### src/rtl/uart_tx_if.sv
// uart_tx_if - byte-output port between the CPU core and the UART transmitter.
//
// Signals:
//   uart_en      core -> uart  single-cycle byte-write strobe
//   uart_tx_data core -> uart  byte to send, valid while uart_en is high
//   busy         uart -> core  FIFO non-empty or a frame on the line
//   fifo_full    uart -> core  FIFO holds FIFO_DEPTH entries
//   overflow     uart -> core  sticky: a strobe was dropped on a full FIFO
//
// Modports: master = core side, slave = transmitter side.
interface uart_tx_if;
  logic       uart_en;
  logic [7:0] uart_tx_data;
  logic       busy;
  logic       fifo_full;
  logic       overflow;

  modport master (output uart_en, uart_tx_data, input busy, fifo_full, overflow);
  modport slave  (input uart_en, uart_tx_data, output busy, fifo_full, overflow);
endinterface

### src/rtl/uart_tx.sv
// uart_tx - buffered 8N1 serial transmitter fed by the core's byte strobe.
//
// The core has no backpressure, so bytes land in a FIFO_DEPTH-entry circular
// buffer and are serialized LSB-first at CLKS_PER_BIT clocks per bit.
//
// Parameters:
//   CLKS_PER_BIT  clocks per serial bit (>= 2)
//   FIFO_DEPTH    byte entries (power of 2, >= 2)
//
// Ports:
//   clk    rising-edge clock
//   reset  asynchronous active-low reset; aborts the frame, empties the FIFO
//   bus    uart_tx_if.slave (uart_en, uart_tx_data, busy, fifo_full, overflow)
//   tx     registered serial line, idles high
//
// Build option:
//   UART_TX_PARITY_EN  when defined, an even-parity bit (XOR of the data bits)
//                      is sent between the last data bit and the stop bit.
module uart_tx #(
  parameter int CLKS_PER_BIT = 868,
  parameter int FIFO_DEPTH   = 16
) (
  input  logic     clk,
  input  logic     reset,
  uart_tx_if.slave bus,
  output logic     tx
);
  localparam int CW = $clog2(FIFO_DEPTH + 1);
  localparam int PW = $clog2(FIFO_DEPTH);
  localparam int BW = $clog2(CLKS_PER_BIT);

  typedef enum logic [2:0] {
    IDLE,
    START,
    DATA,
`ifdef UART_TX_PARITY_EN
    PARITY,
`endif
    STOP
  } state_t;

  // ---------------- FIFO ----------------
  logic [7:0]    mem [FIFO_DEPTH];
  logic [PW-1:0] wr_ptr, rd_ptr;
  logic [CW-1:0] count;
  logic          overflow_q;
  logic          empty, full, push, pop;
  logic [7:0]    rd_data;

  assign empty   = (count == '0);
  assign full    = (count == CW'(FIFO_DEPTH));
  // A pop on the same edge frees a slot, so a full FIFO still accepts.
  assign push    = bus.uart_en && (!full || pop);
  assign rd_data = mem[rd_ptr];

  always_ff @(posedge clk)
    if (push) mem[wr_ptr] <= bus.uart_tx_data;

  always_ff @(posedge clk or negedge reset) begin
    if (!reset) begin
      wr_ptr     <= '0;
      rd_ptr     <= '0;
      count      <= '0;
      overflow_q <= 1'b0;
    end else begin
      if (push) wr_ptr <= wr_ptr + PW'(1);
      if (pop)  rd_ptr <= rd_ptr + PW'(1);
      case ({push, pop})
        2'b10:   count <= count + CW'(1);
        2'b01:   count <= count - CW'(1);
        default: ;
      endcase
      if (bus.uart_en && !push) overflow_q <= 1'b1;
    end
  end

  // ---------------- serializer FSM ----------------
  state_t        state_q, state_nxt;
  logic [BW-1:0] baud_q, baud_nxt;
  logic [2:0]    bit_q, bit_nxt;
  logic [7:0]    shift_q, shift_nxt;
  logic          tx_nxt;
  logic          bit_end;
`ifdef UART_TX_PARITY_EN
  logic          par_q, par_nxt;
`endif

  assign bit_end = (baud_q == BW'(CLKS_PER_BIT - 1));

  always_ff @(posedge clk or negedge reset) begin
    if (!reset) begin
      state_q <= IDLE;
      baud_q  <= '0;
      bit_q   <= '0;
      shift_q <= '0;
      tx      <= 1'b1;
`ifdef UART_TX_PARITY_EN
      par_q   <= 1'b0;
`endif
    end else begin
      state_q <= state_nxt;
      baud_q  <= baud_nxt;
      bit_q   <= bit_nxt;
      shift_q <= shift_nxt;
      tx      <= tx_nxt;
`ifdef UART_TX_PARITY_EN
      par_q   <= par_nxt;
`endif
    end
  end

  always_comb begin
    state_nxt = state_q;
    baud_nxt  = bit_end ? '0 : baud_q + BW'(1);
    bit_nxt   = bit_q;
    shift_nxt = shift_q;
    pop       = 1'b0;
`ifdef UART_TX_PARITY_EN
    par_nxt   = par_q;
`endif
    case (state_q)
      IDLE: begin
        baud_nxt = '0;
        if (!empty) begin
          pop       = 1'b1;
          shift_nxt = rd_data;
`ifdef UART_TX_PARITY_EN
          par_nxt   = ^rd_data;
`endif
          state_nxt = START;
        end
      end
      START: if (bit_end) begin
        bit_nxt   = '0;
        state_nxt = DATA;
      end
      DATA: if (bit_end) begin
        shift_nxt = {1'b0, shift_q[7:1]};
        bit_nxt   = bit_q + 3'd1;
        if (bit_q == 3'd7) begin
`ifdef UART_TX_PARITY_EN
          state_nxt = PARITY;
`else
          state_nxt = STOP;
`endif
        end
      end
`ifdef UART_TX_PARITY_EN
      PARITY: if (bit_end) state_nxt = STOP;
`endif
      STOP: if (bit_end) begin
        // Chain straight into the next start bit when more bytes wait.
        if (!empty) begin
          pop       = 1'b1;
          shift_nxt = rd_data;
`ifdef UART_TX_PARITY_EN
          par_nxt   = ^rd_data;
`endif
          state_nxt = START;
        end else begin
          state_nxt = IDLE;
        end
      end
      default: state_nxt = IDLE;
    endcase

    // tx is registered, so it is driven from the state being entered.
    case (state_nxt)
      START:   tx_nxt = 1'b0;
      DATA:    tx_nxt = shift_nxt[0];
`ifdef UART_TX_PARITY_EN
      PARITY:  tx_nxt = par_nxt;
`endif
      default: tx_nxt = 1'b1;
    endcase
  end

  assign bus.busy      = (state_q != IDLE) || !empty;
  assign bus.fifo_full = full;
  assign bus.overflow  = overflow_q;
endmodule

### src/flat_wrapper.sv
// flat-port wrapper written by rule: the top's interface ports become plain ports
module uart_tx_flat 
#(
  parameter int CLKS_PER_BIT = 868,
  parameter int FIFO_DEPTH   = 16
)
  (clk, reset, tx, bus_uart_en, bus_uart_tx_data, bus_busy, bus_fifo_full, bus_overflow);
  uart_tx_if bus_i ();
  input  logic clk;
  input  logic reset;
  output logic tx;
  input wire logic [$bits(bus_i.uart_en)-1:0] bus_uart_en;
  input wire logic [$bits(bus_i.uart_tx_data)-1:0] bus_uart_tx_data;
  output wire logic [$bits(bus_i.busy)-1:0] bus_busy;
  output wire logic [$bits(bus_i.fifo_full)-1:0] bus_fifo_full;
  output wire logic [$bits(bus_i.overflow)-1:0] bus_overflow;
  assign bus_i.uart_en = bus_uart_en;
  assign bus_i.uart_tx_data = bus_uart_tx_data;
  assign bus_busy = bus_i.busy;
  assign bus_fifo_full = bus_i.fifo_full;
  assign bus_overflow = bus_i.overflow;
  uart_tx #(.CLKS_PER_BIT(CLKS_PER_BIT), .FIFO_DEPTH(FIFO_DEPTH)) u_core (.clk(clk), .reset(reset), .bus(bus_i), .tx(tx));
endmodule
### config.mk
export PLATFORM = sky130hd
export DESIGN_NAME = uart_tx_flat
export DESIGN_NICKNAME = d
export VERILOG_FILES = /design/src/rtl/uart_tx_if.sv /design/src/rtl/uart_tx.sv /design/src/flat_wrapper.sv
export SDC_FILE = /design/constraint.sdc
export NUM_CORES = 1
export LEC_CHECK = 0
export BUFFER_PORTS_ARGS = -buffer_cell sky130_fd_sc_hd__buf_2
export CAP_MARGIN = 20
export CORE_UTILIZATION = 62
export CTS_CLUSTER_SIZE = 40
export DETAILED_ROUTE_END_ITERATION = 10
export GPL_TIMING_DRIVEN = 0
export PLACE_DENSITY = 0.79
export SYNTH_ARGS = -nofsm -noshare
export SYNTH_HDL_FRONTEND = slang
export SYNTH_SLANG_ARGS = --single-unit
### constraint.sdc
create_clock -name clk -period 4.1 [get_ports clk]
set_input_delay 0.82 -clock clk [delete_from_list [all_inputs] [get_ports clk]]
set_output_delay 0.82 -clock clk [all_outputs]
set_load 0.02 [all_outputs]
==> out/qor.yml <==
outcome:
  status: "completed"
setup_path:
  criticalPathCategory: "flop to flop"
  worstPathMaxFanout: 10
  r2r_cells: 14
  critical_path_arrival_ns: 4.13
  endpoint_kind: "flop"
  start_kind: "flop"
  required_ns: 4.44
pwr:
  p_per_area_nw_per_um2: 658.0
  finalPower_uw: 5164
  p_seq_frac: 0.430
  p_sw_frac: 0.3066
  p_sw_uw: 1583
  p_leak_uw: 0.002720
  p_int_uw: 3581
  p_comb_frac: 0.282
  clkPwrFrac: 0.288
  vdd_drop_max_v: 0.0004701
clocking:
  numCtsBuffers: 17
  htree_levels: 4
  clkLatencyLatePin_ns: 0.42
  ctsRootBufferMaster: "clkbuf_16"
  cts_tree: "yes"
  clkSlewWorstSetupHoldPaths_ns: 0.06
  cts.sinks: 167
  post_cts_buffers: 0
  cts_buffer_depth: 2
route:
  route.detailed.drc: 0
  via_per_inst: 6.315
  wl_per_cell_um: 22.58
  wirelength_um: 13770
  drt_iter0_drc: 369
  detail-route-antenna-nets: 0
  first_pass_iters: 5
  num_vias: 3852
global_route:
  track_usage: 0.2597
  grt-ovfl-total: 0
  antenna_found_initial: 0
  grt_pass1_vias: 3949
  grt_pass1_wl_um: 21340
  grt_max_degree: 40
final_layout:
  n_antenna_cell: 0
  area_growth_syn_to_layout_pct: 11.64
  regArea_sq_um: 4821
  final_nets: 480
  drive_gt1_frac: 0.2319
  multi_input_area_sq_um: 2100
  fill_cells: 649
  utilization: 0.7177
placement:
  io_buffers: 13
  hpwl_um: 9063
  gp_congestion: 0.8630
  post-place-ws_ns: 0.1572
synth:
  yosys_warnings: 0
  seq_area_frac_synth: 0.6857
  synth_nets: 448
  synthFlopType: "edfxtp_1"
  yosysMostFrequentCell: "edfxtp_1"
  yosysTopAreaCellShare: 0.5467
  yosys.area.top_type: "edfxtp_1"
  synthDistinctLibCells: 59
  synth_cells: 425
  synth_area_sq_um: 7030
  synthArstFlopShare: 0.2335
  synth_edf_count: 128
  synth_area_leaders: "edfxtp_1, dfrtp_1, mux4_2, ha_1, xnor2_1"
  ys_seq_elements: 167
  synth_common_cells: "edfxtp_1, dfrtp_1, mux4_2"
  post_synth.cell_area_avg_sq_um: 16.54
floorplan:
  start_util: 0.6429
  die_w_um: 108.5
  core_region_area_sq_um: 10940
  ios: 15
  die_h_um: 108.5
  dieArea_sq_um: 11770
  rows: 38
sta:
  worst_slack_ns: 0.3093
  max_freq_mhz: 263.8
  setup_viol: 0
  tightest_slew_ns: 0.9099
  min_period_over_period: 0.9246
  tns_ns: 0
  hold_viol: 0
  slew_violations: 0
  rsz0062_at_grt: "no"
  slew-limit-headroom: 0.3912
  skew_ns: 0.006484
  fin_crit_ns: 3.791
min_path:
  holdCritPathClass: "flop to flop"
  min_path_cells: 1
job:
  maxCapViolCount: 0
## repair_timing
| action | CTS | global route |
|---|---|---|
| resized for setup | 0 | 2 |
| setup endpoints to repair | 0 | 1 |
| hold buffers | 0 | 0 |
## critical path, stage by stage (launching register included)
cell	delay, ns
dfrtp_1	0.38
ha_1	0.23
or3b_4	0.42
or4_4	0.44
buf_6	0.16
a21oi_2	0.22
clkbuf_4	0.27
nand2_1	0.12
inv_1	0.12
ha_1	0.27
nor2b_1	0.14
o21a_1	0.18
a211o_2	0.32
o32a_1	0.28
o211ai_1	0.16
## layout by cell type, fill, tap and decap left out, types with 8 or more instances in the layout
| master | count |
|---|---|
| buf_2 | 17 |
| clkbuf_1 | 15 |
| xnor2_1 | 14 |
| mux4_2 | 32 |
| nor2_1 | 26 |
| clkbuf_16 | 17 |
| nand3_1 | 12 |
| nand2_1 | 24 |
| dfrtp_1 | 38 |
| edfxtp_1 | 128 |
| ha_1 | 11 |
| a22oi_1 | 13 |
| inv_1 | 10 |
| nor3_1 | 8 |
## power by group through the flow
stage	sequential (uW)	combinational, uW	clock (uW)
global placement	2240	1380	0
floorplan	2220	1070	0
finish	2220	1460	1490
global route	2240	1570	1570
CTS	2220	1470	1500
detailed placement	2250	1460	0
## metal layers
| metal | GRT usage | vias up | routed length (um) |
|---|---|---|---|
| li1 | - | 1725 | - |
| met2 | 0.4462 | 127 | 7255 |
| met4 | 0.09363 | 0 | 252 |
| met5 | 0 | - | 0 |
| met1 | 0.3206 | 1976 | 5492 |
| met3 | 0.06389 | 24 | 773 |
## worst paths after layout
kind                       slack (ns)                  end                start
max                              0.31      u_core.count[4]     u_core.baud_q[0]
min                              0.49  u_core.bus.overflow  u_core.bus.overflow
max reg2reg                      0.31      u_core.count[4]     u_core.baud_q[0]
min reg2reg                      0.49  u_core.bus.overflow  u_core.bus.overflow
max in group asynchronous        3.04    u_core.shift_q[4]                reset
min in group asynchronous        0.51      u_core.count[3]                reset
## through the flow
step,instance area (sq um),hold slack (ns),instances
6_report,7849,0.4892,610
5_1_grt,7849,0.5151,610
4_1_cts,7843,0.4865,610
3_5_place_dp,7291,0.4794,578
3_3_place_gp,7271,0.4431,578
2_1_floorplan,7030,0.4549,425
## area by class of cell
type                       count  share of cell area
sequential                   167              0.6142
timing repair buffer          13            0.008289
inverter                      10            0.004782
clock buffer                  18             0.05468
multi-input combinational    226              0.2675
tap                          140             0.02232
clock inverter                14             0.01562
buffer                        22             0.01259
## logic make-up (layout without fill, tap and decap cells)
family,Yosys count,after routing,share of synthesized area
adders and majority gates,12,12,0.02242
muxes,41,41,0.1175
AOI/OAI and AO/OA,50,50,0.05820
DFF,167,167,0.6857
other,1,1,0.0005334
xor gates and xnor gates,18,18,0.02242
and+or+nand+nor,104,104,0.07422
buffers and inverters,32,77,0.01904
## registers in the layout, summed over array words and instances, names as in the netlist
| signal | count |
|---|---|
| u_core.rd_ptr | 4 |
| u_core.wr_ptr | 4 |
| u_core.shift_q | 8 |
| u_core.state_q | 3 |
| u_core.count | 5 |
| u_core.bit_q | 3 |
| u_core.baud_q | 10 |
| u_core.mem | 128 |
| u_core.bus.overflow | 1 |
| u_core.tx | 1 |
No activity file was read; power rests on OpenSTA's default activity.
